File: config.mk
export PLATFORM = sky130hd
export DESIGN_NAME = lsu_ctrl_flat
export DESIGN_NICKNAME = d
export VERILOG_FILES = /design/src/rtl/lsu_pkg.sv /design/src/rtl/lsu_ctrl_if.sv /design/src/rtl/lsu_align.sv /design/src/rtl/lsu_ctrl.sv /design/src/flat_wrapper.sv
export SDC_FILE = /design/constraint.sdc
export NUM_CORES = 1
export LEC_CHECK = 0
export ABC_CLOCK_PERIOD_IN_PS = 4400
export CORE_ASPECT_RATIO = 0.9
export CORE_UTILIZATION = 50
export CTS_CLUSTER_SIZE = 16
export DETAILED_ROUTE_END_ITERATION = 10
export HOLD_SLACK_MARGIN = 0.15
export PLACE_DENSITY = 0.76
export SYNTH_ARGS = -nofsm -noshare
export SYNTH_HDL_FRONTEND = slang
export SYNTH_HIERARCHICAL = 1
export SYNTH_SLANG_ARGS = --single-unit
File: constraint.sdc
create_clock -name clk -period 4.4 [get_ports clk]
set_input_delay 0.88 -clock clk [delete_from_list [all_inputs] [get_ports clk]]
set_output_delay 0.88 -clock clk [all_outputs]
set_load 0.03 [all_outputs]
File: src/rtl/lsu_pkg.sv
// Shared definitions for the load/store sequencer: size codes, FSM states,
// byte-mask table and small lane helpers.
package lsu_pkg;

  localparam logic [1:0] SZ_B = 2'b00;
  localparam logic [1:0] SZ_H = 2'b01;
  localparam logic [1:0] SZ_W = 2'b10;
  localparam logic [1:0] SZ_X = 2'b11;

  // Right-aligned byte mask per size code, 4 bits per entry (entry 3 is illegal).
  localparam logic [15:0] MASK_TABLE = 16'h0F31;

  typedef enum logic [1:0] {
    ST_IDLE = 2'd0,
    ST_ACC0 = 2'd1,
    ST_ACC1 = 2'd2,
    ST_RESP = 2'd3
  } lsu_state_e;

  function automatic logic [3:0] size_mask(input logic [1:0] sz);
    return MASK_TABLE[{sz, 2'b00} +: 4];
  endfunction

  // Access straddles a word boundary when its last byte lands past lane 3.
  function automatic logic is_split(input logic [1:0] off, input logic [1:0] sz);
    logic [2:0] nbytes;
    case (sz)
      SZ_B:    nbytes = 3'd1;
      SZ_H:    nbytes = 3'd2;
      SZ_W:    nbytes = 3'd4;
      default: nbytes = 3'd0;
    endcase
    return ({1'b0, off} + nbytes) > 3'd4;
  endfunction

  // Widen an 8-lane byte enable into a 64-bit data mask.
  function automatic logic [63:0] be_expand(input logic [7:0] be);
    logic [63:0] m;
    m = 64'h0;
    for (int i = 0; i < 8; i++) begin
      m[8*i +: 8] = {8{be[i]}};
    end
    return m;
  endfunction

endpackage

File: src/rtl/lsu_ctrl_if.sv
// Pipeline-side and memory-side bundles of the load/store sequencer.
interface lsu_pipe_if;
  logic        req_valid;
  logic        req_ready;
  logic        req_we;
  logic [1:0]  req_size;
  logic        req_unsigned;
  logic [31:0] req_addr;
  logic [31:0] req_wdata;
  logic        rsp_valid;
  logic [31:0] rsp_rdata;
  logic        rsp_err;
  logic        busy;

  // Pipeline MEM stage issues requests.
  modport master (
    output req_valid, req_we, req_size, req_unsigned, req_addr, req_wdata,
    input  req_ready, rsp_valid, rsp_rdata, rsp_err, busy
  );
  // Sequencer accepts requests.
  modport slave (
    input  req_valid, req_we, req_size, req_unsigned, req_addr, req_wdata,
    output req_ready, rsp_valid, rsp_rdata, rsp_err, busy
  );
endinterface

interface lsu_mem_if;
  logic        mem_req;
  logic        mem_we;
  logic [31:0] mem_addr;
  logic [3:0]  mem_be;
  logic [31:0] mem_wdata;
  logic        mem_ack;
  logic [31:0] mem_rdata;

  // Sequencer drives the bus.
  modport master (
    output mem_req, mem_we, mem_addr, mem_be, mem_wdata,
    input  mem_ack, mem_rdata
  );
  // Data memory answers.
  modport slave (
    input  mem_req, mem_we, mem_addr, mem_be, mem_wdata,
    output mem_ack, mem_rdata
  );
endinterface

File: src/rtl/lsu_align.sv
// Load path: shift the two-word read window down to the request offset,
// then truncate to size and sign/zero-extend.
module lsu_align
  import lsu_pkg::*;
(
  input  logic [63:0] win_i,
  input  logic [1:0]  off_i,
  input  logic [1:0]  size_i,
  input  logic        unsigned_i,
  output logic [31:0] data_o
);

  logic [31:0] sh_s;

  assign sh_s = 32'(win_i >> {off_i, 3'b000});

  // Truncate and extend the shifted data according to the access size.
  always_comb begin
    data_o = 32'h0;
    case (size_i)
      SZ_B:    data_o = unsigned_i ? {24'h0, sh_s[7:0]}  : {{24{sh_s[7]}}, sh_s[7:0]};
      SZ_H:    data_o = unsigned_i ? {16'h0, sh_s[15:0]} : {{16{sh_s[15]}}, sh_s[15:0]};
      SZ_W:    data_o = sh_s;
      default: data_o = 32'h0;
    endcase
  end

endmodule

File: src/rtl/lsu_ctrl.sv
// Load/store sequencer: takes one request from the MEM stage, performs one or
// two word-aligned bus accesses, and returns one response pulse.
module lsu_ctrl
  import lsu_pkg::*;
#(
  parameter int MAX_WAIT = 255
) (
  input  logic      clk,
  input  logic      rst_n,
  lsu_pipe_if.slave pipe,
  lsu_mem_if.master mem
);

  localparam logic [7:0] WAIT_LAST = 8'(MAX_WAIT - 1);

  lsu_state_e  state_q, state_d;
  logic [7:0]  wait_q, wait_d;
  logic        we_q, uns_q, split_q;
  logic [1:0]  size_q, off_q;
  logic [31:0] addr_q, wdata_q, lo_q;
  logic [31:0] rsp_rdata_q, rsp_rdata_d;
  logic        rsp_err_q, rsp_err_d;
  logic        accept_s, cap_lo_s;
  logic [7:0]  be8_s;
  logic [63:0] wd64_s, win_s;
  logic [31:0] load_s;

  // Byte enables and write data laid out over the 8-byte window of two words.
  assign be8_s  = {4'b0000, size_mask(size_q)} << off_q;
  assign wd64_s = ({32'h0, wdata_q} << {off_q, 3'b000}) & be_expand(be8_s);

  // The word returned in the current cycle joins the one captured earlier.
  assign win_s = {(state_q == ST_ACC1) ? mem.mem_rdata : 32'h0,
                  (state_q == ST_ACC0) ? mem.mem_rdata : lo_q};

  lsu_align u_align (
    .win_i      (win_s),
    .off_i      (off_q),
    .size_i     (size_q),
    .unsigned_i (uns_q),
    .data_o     (load_s)
  );

  // Next state, wait counter and response values for the sequencer FSM.
  always_comb begin
    state_d     = state_q;
    wait_d      = wait_q;
    accept_s    = 1'b0;
    cap_lo_s    = 1'b0;
    rsp_rdata_d = rsp_rdata_q;
    rsp_err_d   = rsp_err_q;
    case (state_q)
      ST_IDLE: begin
        if (pipe.req_valid) begin
          accept_s = 1'b1;
          wait_d   = 8'h0;
          if (pipe.req_size == SZ_X) begin
            state_d     = ST_RESP;
            rsp_err_d   = 1'b1;
            rsp_rdata_d = 32'h0;
          end else begin
            state_d = ST_ACC0;
          end
        end else begin
          state_d = ST_IDLE;
        end
      end
      ST_ACC0, ST_ACC1: begin
        if (mem.mem_ack) begin
          wait_d   = 8'h0;
          cap_lo_s = (state_q == ST_ACC0);
          if (state_q == ST_ACC0 && split_q) begin
            state_d = ST_ACC1;
          end else begin
            state_d     = ST_RESP;
            rsp_err_d   = 1'b0;
            rsp_rdata_d = we_q ? 32'h0 : load_s;
          end
        end else if (wait_q == WAIT_LAST) begin
          // Hung access: abandon the bus and report an error.
          state_d     = ST_RESP;
          rsp_err_d   = 1'b1;
          rsp_rdata_d = 32'h0;
        end else begin
          wait_d = wait_q + 8'd1;
        end
      end
      ST_RESP: state_d = ST_IDLE;
      default: state_d = ST_IDLE;
    endcase
  end

  // Bus outputs decoded from the registered state and latched request.
  always_comb begin
    mem.mem_addr  = 32'h0;
    mem.mem_be    = 4'h0;
    mem.mem_wdata = 32'h0;
    case (state_q)
      ST_ACC0: begin
        mem.mem_addr  = addr_q;
        mem.mem_be    = be8_s[3:0];
        mem.mem_wdata = wd64_s[31:0];
      end
      ST_ACC1: begin
        mem.mem_addr  = addr_q + 32'd4;
        mem.mem_be    = be8_s[7:4];
        mem.mem_wdata = wd64_s[63:32];
      end
      default: begin
        mem.mem_addr  = 32'h0;
        mem.mem_be    = 4'h0;
        mem.mem_wdata = 32'h0;
      end
    endcase
  end

  assign mem.mem_req     = (state_q == ST_ACC0) || (state_q == ST_ACC1);
  assign mem.mem_we      = mem.mem_req & we_q;
  assign pipe.req_ready  = (state_q == ST_IDLE);
  assign pipe.busy       = (state_q != ST_IDLE);
  assign pipe.rsp_valid  = (state_q == ST_RESP);
  assign pipe.rsp_rdata  = rsp_rdata_q;
  assign pipe.rsp_err    = rsp_err_q;

  // FSM state and wait counter registers.
  always_ff @(posedge clk or negedge rst_n) begin
    if (!rst_n) begin
      state_q <= ST_IDLE;
      wait_q  <= 8'h0;
    end else begin
      state_q <= state_d;
      wait_q  <= wait_d;
    end
  end

  // Latch the request on acceptance; addresses are kept word-aligned.
  always_ff @(posedge clk or negedge rst_n) begin
    if (!rst_n) begin
      we_q    <= 1'b0;
      uns_q   <= 1'b0;
      split_q <= 1'b0;
      size_q  <= 2'b00;
      off_q   <= 2'b00;
      addr_q  <= 32'h0;
      wdata_q <= 32'h0;
    end else if (accept_s) begin
      we_q    <= pipe.req_we;
      uns_q   <= pipe.req_unsigned;
      split_q <= is_split(pipe.req_addr[1:0], pipe.req_size);
      size_q  <= pipe.req_size;
      off_q   <= pipe.req_addr[1:0];
      addr_q  <= {pipe.req_addr[31:2], 2'b00};
      wdata_q <= pipe.req_wdata;
    end
  end

  // Low read word and response registers; responses hold until the next one.
  always_ff @(posedge clk or negedge rst_n) begin
    if (!rst_n) begin
      lo_q        <= 32'h0;
      rsp_rdata_q <= 32'h0;
      rsp_err_q   <= 1'b0;
    end else begin
      if (cap_lo_s) begin
        lo_q <= mem.mem_rdata;
      end
      rsp_rdata_q <= rsp_rdata_d;
      rsp_err_q   <= rsp_err_d;
    end
  end

endmodule

File: src/flat_wrapper.sv
// flat-port wrapper written by rule: the top's interface ports become plain ports
module lsu_ctrl_flat import lsu_pkg::*;
#(
  parameter int MAX_WAIT = 255
)
  (clk, rst_n, pipe_req_valid, pipe_req_we, pipe_req_size, pipe_req_unsigned, pipe_req_addr, pipe_req_wdata, pipe_req_ready, pipe_rsp_valid, pipe_rsp_rdata, pipe_rsp_err, pipe_busy, mem_mem_req, mem_mem_we, mem_mem_addr, mem_mem_be, mem_mem_wdata, mem_mem_ack, mem_mem_rdata);
  lsu_pipe_if pipe_i ();
  lsu_mem_if mem_i ();
  input  logic clk;
  input  logic rst_n;
  input wire logic [$bits(pipe_i.req_valid)-1:0] pipe_req_valid;
  input wire logic [$bits(pipe_i.req_we)-1:0] pipe_req_we;
  input wire logic [$bits(pipe_i.req_size)-1:0] pipe_req_size;
  input wire logic [$bits(pipe_i.req_unsigned)-1:0] pipe_req_unsigned;
  input wire logic [$bits(pipe_i.req_addr)-1:0] pipe_req_addr;
  input wire logic [$bits(pipe_i.req_wdata)-1:0] pipe_req_wdata;
  output wire logic [$bits(pipe_i.req_ready)-1:0] pipe_req_ready;
  output wire logic [$bits(pipe_i.rsp_valid)-1:0] pipe_rsp_valid;
  output wire logic [$bits(pipe_i.rsp_rdata)-1:0] pipe_rsp_rdata;
  output wire logic [$bits(pipe_i.rsp_err)-1:0] pipe_rsp_err;
  output wire logic [$bits(pipe_i.busy)-1:0] pipe_busy;
  output wire logic [$bits(mem_i.mem_req)-1:0] mem_mem_req;
  output wire logic [$bits(mem_i.mem_we)-1:0] mem_mem_we;
  output wire logic [$bits(mem_i.mem_addr)-1:0] mem_mem_addr;
  output wire logic [$bits(mem_i.mem_be)-1:0] mem_mem_be;
  output wire logic [$bits(mem_i.mem_wdata)-1:0] mem_mem_wdata;
  input wire logic [$bits(mem_i.mem_ack)-1:0] mem_mem_ack;
  input wire logic [$bits(mem_i.mem_rdata)-1:0] mem_mem_rdata;
  assign pipe_i.req_valid = pipe_req_valid;
  assign pipe_i.req_we = pipe_req_we;
  assign pipe_i.req_size = pipe_req_size;
  assign pipe_i.req_unsigned = pipe_req_unsigned;
  assign pipe_i.req_addr = pipe_req_addr;
  assign pipe_i.req_wdata = pipe_req_wdata;
  assign pipe_req_ready = pipe_i.req_ready;
  assign pipe_rsp_valid = pipe_i.rsp_valid;
  assign pipe_rsp_rdata = pipe_i.rsp_rdata;
  assign pipe_rsp_err = pipe_i.rsp_err;
  assign pipe_busy = pipe_i.busy;
  assign mem_mem_req = mem_i.mem_req;
  assign mem_mem_we = mem_i.mem_we;
  assign mem_mem_addr = mem_i.mem_addr;
  assign mem_mem_be = mem_i.mem_be;
  assign mem_mem_wdata = mem_i.mem_wdata;
  assign mem_i.mem_ack = mem_mem_ack;
  assign mem_i.mem_rdata = mem_mem_rdata;
  lsu_ctrl #(.MAX_WAIT(MAX_WAIT)) u_core (.clk(clk), .rst_n(rst_n), .pipe(pipe_i), .mem(mem_i));
endmodule
==> flow_summary.json, run 1 <==
{
  "drive_above_1_share_pct": 21.9,
  "p_sw_w": 0.00465,
  "cts_inserted_buffers": 17,
  "setup.worst_path.start_class": "flop",
  "row_count": 48,
  "power.internal_w": 0.00572,
  "drtAntennaViolNets": 0,
  "total_leakage_power_nw": 5.06,
  "syn_area_per_cell_um2": 10.4,
  "setup_tns_ps": 0,
  "clk_latency_ps": 430,
  "multi_input_area_um2": 5800,
  "grt_start_max_net_pins": 91,
  "seqCellArea_um2": 3610,
  "tightest_slew_ps": 1250,
  "grt_pass1_wl_um": 42500,
  "setup_viol": 0,
  "period_share_pct": 94.6,
  "outcome": "completed",
  "cts-root-buf": "clkbuf_16",
  "seqPwrFrac_pct": 25.3,
  "grt_pass1_vias": 7909,
  "clkPwrFrac_pct": 14.0,
  "clk_pin_slew_ps": 60,
  "dp_worst_setup_slack_ps": 575,
  "viasPerCell": 5.92,
  "syn_inst": 966,
  "hold_viol": 0,
  "ctsLongestPathBuffers": 2,
  "period_needed_ps": 4160,
  "htreeDepth": 4,
  "p_per_area_nw_per_um2": 817,
  "finClkSkew_ps": 5.03,
  "coreArea_um2": 19400,
  "firstDrtPassIters": 7,
  "crit_fanout": 19,
  "die-height_um": 136,
  "cts_tree": "yes",
  "clock-sinks": 144,
  "fillers": 1564,
  "swShare_pct": 44.8,
  "pin_count": 210,
  "netlist_area_um2": 10000,
  "cp.arrival_ps": 3280,
  "critical_path_required_ps": 3520,
  "end_kind": "output port",
  "layout_commonest_cell": "clkdlybuf4s50_1",
  "final_cell_mix": "clkdlybuf4s50_1, dfrtp_1, mux2_2",
  "nets": 1250,
  "drt_iter0_drc": 728,
  "syn2layout_area_growth_pct": 27.0,
  "maxCapViolations": 0,
  "gr-usage-all-layers_pct": 27.0,
  "hp-class": "in -> async",
  "regToRegStartpoint": "u_core/state_q[1]",
  "rsz0062_at_grt": "no",
  "route.detailed.drc": 0,
  "die_area_um2": 20600,
  "finalWorstSetupSlack_ps": 237,
  "routabilityCongestion": 0.868,
  "worstSetupPathType": "reg -> out",
  "drv_slew": 0,
  "crit_start": "u_core/state_q[0]",
  "antenna_found_initial": 3,
  "die_w_um": 151,
  "vdd_ir_drop_max_mv": 0.420,
  "io_buffer_count": 207,
  "combPwrFrac_pct": 60.7,
  "wirelength_um": 26700,
  "fmax_mhz": 240,
  "max_slew_margin_pct": 16.5,
  "vias": 8299,
  "dp_hpwl_um": 19100,
  "wl_per_cell_um": 19.1,
  "overflow": 0,
  "yosys_warnings": 6,
  "start_util_pct": 51.5
}
final timing paths:
check,to,depth (start not counted),slack (ps)
min in group clk,u_core/lo_q[9],1,500
max in group asynchronous,u_core/pipe.rsp_rdata[10],2,2980
max,mem_mem_addr[22],6,240
min reg2reg,u_core/lo_q[9],1,500
min,u_core/wdata_q[15],1,480
max reg2reg,u_core/pipe.rsp_rdata[30],9,1270
worst max-delay path: stages, from the launching register on:
cell and delay [ps]:
dfrtp_1 400, inv_1 110, ha_1 490, and2_1 680
nand4_1 180, o21ai_0 270, clkdlybuf4s50_1 720
power by group through the flow:
stage / registers, W / logic, W / clock network [W]
after CTS: 0.00261 / 0.00629 / 0.00147
after detailed placement: 0.00263 / 0.00626 / 0
after global routing: 0.00272 / 0.00675 / 0.00154
final: 0.00263 / 0.00630 / 0.00145
after floorplan: 0.00257 / 0.00459 / 0
after global placement: 0.00260 / 0.00618 / 0
through the flow:
stage | total power, W | utilization [%] | std cells | hold slack [ps] | area, um^2
floorplan | 0.00716 | - | 967 | 464 | 10000
global placement | 0.00877 | 62.4 | 1366 | 481 | 12100
detailed placement | 0.00889 | 62.4 | 1366 | 491 | 12100
CTS | 0.0104 | 65.4 | 1398 | 505 | 12700
global route | 0.0110 | 65.4 | 1401 | 520 | 12700
finish | 0.0104 | 65.4 | 1401 | 483 | 12700
final cells by class:
type                    count  area share (%)
inverters                  50            1.48
clock buffers              17            3.35
diodes                      3          0.0591
clock inverters            15            1.25
flip-flops and latches    144            28.4
repair buffers            224            17.3
multi-input cells         698            45.7
well taps                 250            2.46
registers in the layout, summed over array words and instances, names as in the netlist:
| register | flops |
|---|---|
| u_core/size_q | 2 |
| u_core/addr_q | 30 |
| u_core/lo_q | 32 |
| u_core/wdata_q | 32 |
| u_core/pipe.rsp_rdata | 32 |
| u_core/we_q | 1 |
| u_core/state_q | 2 |
| u_core/split_q | 1 |
| u_core/uns_q | 1 |
| u_core/wait_q | 8 |
| u_core/off_q | 2 |
| u_core/pipe.rsp_err | 1 |
repair_timing:
action                     in CTS  in global routing
buffers inserted                0                  0
hold buffers                    0                  0
hold endpoints to repair        0                  0
setup endpoints to repair       0                  8
resized for setup               0                  1
routing by layer:
metal	track usage, %	wire [um]	vias to the layer above
met5	0	0	-
met4	9.89	579	0
met3	5.13	1940	37
met2	39.3	12000	330
met1	39.6	12200	4042
li1	-	-	3890
Power figures use the tool's default switching activity.
==> run 2: changes to the inputs <==
- HOLD_SLACK_MARGIN: 0.15 -> 0.03
- PLACE_DENSITY: 0.76 -> 0.78
- SYNTH_HIERARCHICAL: 1 -> not set
==> run 2 against run 1 <==
  * Hold slack better by 4.8 ps
  * Cell count decreased by 4.2%
  * Wire length fell by 2.7%
  * Clock power is 14% higher
  * Synthesized cell count decreased by 6.0%
  * Combinational power fell by 15%
  * Total power fell by 7.0%
  * Fmax rose by 1.7%
  * Highest routed layer unchanged
  * Non-clock buffer count is 1 higher
  * Largest cell class unchanged
==> flow_summary.json, run 2 <==
{
  "overflow": 0,
  "cp.arrival_ps": 3220,
  "cpPeakStageDelay_ps": 710,
  "cts_hold_buf": 0,
  "setup_viol": 0,
  "routabilityCongestion": 0.940,
  "syn2layout_area_growth_pct": 31.4,
  "cp_cell_sequence": "inv_1, ha_1, nand2_1, a21oi_1, o21ai_0, o21ai_0, clkdlybuf4s50_1",
  "hold_viol": 0,
  "crit_fanout": 16,
  "period_needed_ps": 4100,
  "cts_inserted_buffers": 17,
  "yosys_warnings": 0,
  "period_share_pct": 93.1,
  "cpMostUsedCell": "o21ai_0",
  "die_w_um": 143,
  "io_buffer_count": 207,
  "seqPwrFrac_pct": 27.2,
  "ff2ff_path_depth": 8,
  "synthDistinctLibCells": 58,
  "ys_top_cells_by_count": "dfrtp_1, mux2_2, o21ai_0",
  "drive_above_1_share_pct": 22.4,
  "wirelength_um": 26000,
  "final_area_um2": 11800,
  "end_kind": "output port",
  "clock-sinks": 144,
  "outcome": "completed",
  "firstDrtPassIters": 5,
  "regToRegStartpoint": "u_core.state_q[1]",
  "dpl_cell_area_um2": 11200,
  "netlist_area_um2": 9000,
  "path_depth": 7,
  "worstSetupPathType": "reg -> out",
  "nets": 1207,
  "row_count": 46,
  "worst-path-buf-inv": 2,
  "grt_pass1_wl_um": 41300,
  "synth_top_area_share_pct": 40.0,
  "ys_seq_elements": 144,
  "syn_inst": 908,
  "viasPerCell": 5.96,
  "ys.flop_type": "dfrtp_1",
  "max_slew_margin_pct": 31.0,
  "ctsLongestPathBuffers": 2,
  "pin_count": 210,
  "die_area_um2": 18500,
  "finClkSkew_ps": 7.48,
  "total_leakage_power_nw": 4.91,
  "p_per_area_nw_per_um2": 816,
  "cpMaxStageDelayCell": "clkdlybuf4s50_1",
  "wl_per_cell_um": 19.4,
  "synth_area_leaders": "dfrtp_1, mux2_2, mux2i_1",
  "vias": 8002,
  "synth-edff-count": 0,
  "antenna_cells": 0,
  "maxCapViolations": 0,
  "cts_tree": "yes",
  "setup.worst_path.start_class": "flop",
  "start_util_pct": 51.1,
  "tightest_slew_ps": 1020,
  "antenna_found_initial": 0,
  "setup_tns_ps": 0,
  "syn_area_per_cell_um2": 9.92,
  "hp-class": "in -> async",
  "fmax_mhz": 244,
  "coreArea_um2": 17600,
  "power.internal_w": 0.00535,
  "gr-usage-all-layers_pct": 29.0,
  "rsz0062_at_grt": "no",
  "synth_most_common_cell": "dfrtp_1",
  "post-cts-setup-buffers": 0,
  "die-height_um": 129,
  "drt_iter0_drc": 614,
  "final_cell_mix": "clkdlybuf4s50_1, dfrtp_1, mux2_2",
  "cts_resized": 0,
  "combPwrFrac_pct": 55.7,
  "grt_start_max_net_pins": 88,
  "ys_seq_area_share_pct": 40.0,
  "grt_pass1_vias": 7822,
  "dp_hpwl_um": 18400,
  "htreeDepth": 4,
  "vdd_ir_drop_max_mv": 0.467,
  "async_reset_ff_share_pct": 100,
  "swShare_pct": 44.5,
  "clk_pin_slew_ps": 60,
  "critical_path_required_ps": 3520,
  "drv_slew": 0,
  "cts-root-buf": "clkbuf_16",
  "drtAntennaViolNets": 0,
  "crit_start": "u_core.state_q[0]",
  "p_sw_w": 0.00429,
  "layout_commonest_cell": "clkdlybuf4s50_1",
  "critPathTopFamily": "buffers and inverters",
  "clk_latency_ps": 440,
  "route.detailed.drc": 0,
  "clkPwrFrac_pct": 17.1,
  "yosysTopAreaCell": "dfrtp_1"
}
run 2: final cells by class:
class	instances	area [um^2]
fill	1399	5780
multi-input combinational	677	5050
sequential	144	3610
timing repair buffer	225	2120
clock buffer	18	439
tap	240	300
clock inverter	14	228
inverter	24	90.1
run 2: worst reg2reg max path, stage by stage (launching register included):
cell	delay, ps
dfrtp_1	410
inv_1	90
ha_2	300
buf_4	510
mux2i_1	270
mux4_2	560
o32a_4	360
nand2_2	200
o221a_2	240
run 2: stage by stage:
step	std cells	hold WS [ps]	util [%]	total power [W]	setup WS [ps]
4_1_cts	1342	506	67.2	0.00962	316
5_1_grt	1342	522	67.2	0.0102	38.7
6_report	1342	488	67.2	0.00965	305
3_5_place_dp	1310	491	63.4	0.00793	784
3_3_place_gp	1310	479	63.4	0.00782	844
2_1_floorplan	909	475	-	0.00627	683
run 2: power by group through the flow:
| stage | Clock, W | Combinational (W) | Sequential (W) |
|---|---|---|---|
| global placement | 0 | 0.00524 | 0.00258 |
| CTS | 0.00166 | 0.00536 | 0.00260 |
| finish | 0.00165 | 0.00538 | 0.00262 |
| global route | 0.00172 | 0.00579 | 0.00271 |
| detailed placement | 0 | 0.00532 | 0.00261 |
| floorplan | 0 | 0.00375 | 0.00252 |
run 2: path summary, 6_finish.rpt:
check | slack [ps] | to
max | 300 | mem_mem_addr[9]
min | 490 | u_core.lo_q[27]
max reg2reg | 1390 | u_core.pipe.rsp_rdata[27]
min reg2reg | 500 | u_core.lo_q[4]
max in group asynchronous | 3130 | u_core.addr_q[14]
min in group clk | 500 | u_core.lo_q[4]
run 2: logic make-up (layout without fill, tap and decap cells):
| family | after synthesis | in the layout | synth area share [%] |
|---|---|---|---|
| mux | 189 | 189 | 23.2 |
| xor+xnor | 5 | 5 | 0.486 |
| simple gates | 224 | 224 | 12.5 |
| flops | 144 | 144 | 40.0 |
| compound gates | 243 | 243 | 17.7 |
| other cells | 1 | 2 | 0.0416 |
| fa+ha+maj | 14 | 14 | 2.03 |
| buf+inv | 88 | 281 | 4.10 |
run 2: routing by layer:
| metal | vias to the layer above | routed length (um) | global-route usage (%) |
|---|---|---|---|
| li1 | 3715 | - | - |
| met1 | 3882 | 11100 | 38.0 |
| met2 | 361 | 12200 | 46.3 |
| met3 | 44 | 2050 | 6.91 |
| met4 | 0 | 683 | 11.6 |
| met5 | - | 0 | 0 |
==> run 3: changes to the inputs <==
- ABC_CLOCK_PERIOD_IN_PS: 4400 -> 4000
- clock period: 4.4 -> 4 ns (I/O delays scaled with it)
==> run 3 against run 2 <==
  * Critical path depth decreased by 1
  * Global-route usage fell by 0.80 points
  * Highest routed layer unchanged
  * Flip-flop and latch count unchanged
  * Largest power group unchanged
  * Combinational power increased by 12%
  * Setup slack better by 15 ps
  * Non-clock buffer count increased by 4
==> flow_summary.json, run 3 (synthesis gave the netlist of run 2 again) <==
{
  "finClkSkew_ps": 8.95,
  "period_share_pct": 92.0,
  "fin_hold_ws_ps": 493,
  "clk_pin_slew_ps": 60,
  "setup_tns_ps": 0,
  "cts_hold_buf": 0,
  "final_cell_mix": "clkdlybuf4s50_1, dfrtp_1, mux2_2",
  "drive_above_1_share_pct": 22.9,
  "hold_viol": 0,
  "die_area_um2": 18500,
  "htreeDepth": 4,
  "cts-root-buf": "clkbuf_16",
  "r2r_setup_slack_ps": 1000,
  "row_count": 46,
  "cp.arrival_ps": 2880,
  "fillers": 1396,
  "hp-class": "reg -> reg",
  "coreArea_um2": 17600,
  "drv_slew": 0,
  "grt_pass1_wl_um": 40100,
  "nets": 1211,
  "p_per_area_nw_per_um2": 878,
  "max_slew_margin_pct": 32.3,
  "grt_pass1_vias": 7563,
  "io_buffer_count": 207,
  "total_leakage_power_nw": 4.87,
  "setup.worst_path.start_class": "flop",
  "start_util_pct": 51.1,
  "wirelength_um": 25500,
  "clock-sinks": 144,
  "placed_cells": 1314,
  "routabilityCongestion": 0.932,
  "layout_commonest_cell": "clkdlybuf4s50_1",
  "outcome": "completed",
  "grt_start_max_net_pins": 102,
  "firstDrtPassIters": 8,
  "clk_latency_ps": 420,
  "ctsLongestPathBuffers": 2,
  "drt_iter0_drc": 665,
  "rsz0062_at_grt": "no",
  "dp_worst_setup_slack_ps": 630,
  "period_needed_ps": 3680,
  "fmax_mhz": 272,
  "wl_per_cell_um": 19.0,
  "cts_tree": "yes",
  "maxCapViolations": 0,
  "finalWorstSetupSlack_ps": 319,
  "vias": 8018,
  "cts_inserted_buffers": 17,
  "dpl_cell_area_um2": 11200,
  "crit_fanout": 16,
  "overflow": 0,
  "tightest_slew_ps": 1000,
  "die-height_um": 129,
  "final_area_um2": 11700,
  "dp_hpwl_um": 18400,
  "vdd_ir_drop_max_mv": 0.714,
  "end_kind": "output port",
  "antenna_found_initial": 0,
  "die_w_um": 143,
  "gr-usage-all-layers_pct": 28.2,
  "route.detailed.drc": 0,
  "drtAntennaViolNets": 0,
  "syn2layout_area_growth_pct": 30.0,
  "fin_cells": 1343,
  "worstSetupPathType": "reg -> out",
  "antenna_cells": 0,
  "viasPerCell": 5.97,
  "pin_count": 210,
  "setup_viol": 0,
  "critical_path_required_ps": 3200
}
==> run 3: cell types whose count changed in the layout (fill, tap and decap cells not counted), moves of 2 or more <==
cell / before / now
bufinv_16: 5 / 1
buf_4: 62 / 73
buf_12: 2 / 0
clkbuf_1: 0 / 2
clkdlybuf4s50_1: 160 / 155
==> run 3: area by class of cell <==
| type | instances | area, um^2 | area share [%] |
|---|---|---|---|
| tap | 240 | 300 | 2.57 |
| sequential | 144 | 3610 | 30.8 |
| multi-input combinational | 677 | 5050 | 43.2 |
| clock inverter | 8 | 83.8 | 0.716 |
| clock buffer | 21 | 460 | 3.93 |
| inverter | 24 | 90.1 | 0.770 |
| timing repair buffer | 229 | 2110 | 18.0 |
==> run 3: path summary, 6_finish.rpt <==
check	startpoint	endpoint	cells past startpoint
worst min-delay path	u_core.pipe.rsp_rdata[4]	u_core.pipe.rsp_rdata[4]	2
min in group asynchronous	rst_n	u_core.lo_q[28]	1
worst max register to register	u_core.state_q[1]	u_core.pipe.rsp_rdata[18]	8
worst min register to register	u_core.pipe.rsp_rdata[4]	u_core.pipe.rsp_rdata[4]	2
worst max-delay path	u_core.off_q[1]	mem_mem_wdata[15]	6
max in group asynchronous	rst_n	u_core.addr_q[10]	2
==> run 3: timing repair <==
item	in CTS	in global routing
gates resized for setup	0	2
buffers inserted	0	0
endpoints found under the setup margin	0	6
==> run 3: critical path, stage by stage (launching register included) <==
cell and delay, ps:
dfrtp_1 430, buf_4 220, inv_1 370, nand3_2 350, o22ai_1 260, and2_1 150
clkdlybuf4s50_1 670
==> run 3: power breakdown <==
group | internal (W) | switching [W]
clock | 0.000881 | 0.000611
combinational | 0.00263 | 0.00337
sequential | 0.00213 | 0.000652
total | 0.00564 | 0.00463
==> run 3: metal layers <==
layer | track usage, % | up-vias | wire [um] | part of all wire, %
li1 | - | 3724 | - | -
met1 | 38.0 | 3870 | 11100 | 44
met2 | 44.3 | 385 | 11800 | 46
met3 | 7.54 | 39 | 2060 | 8.1
met4 | 8.89 | 0 | 535 | 2.1
met5 | 0 | - | 0 | 0
==> run 3: through the flow <==
stage | power (W) | util [%]
final | 0.0103 | 66.5
after global routing | 0.0109 | 66.5
after CTS | 0.0102 | 66.4
after detailed placement | 0.00872 | 63.3
after global placement | 0.00860 | 63.3
after floorplan | 0.00689 | -
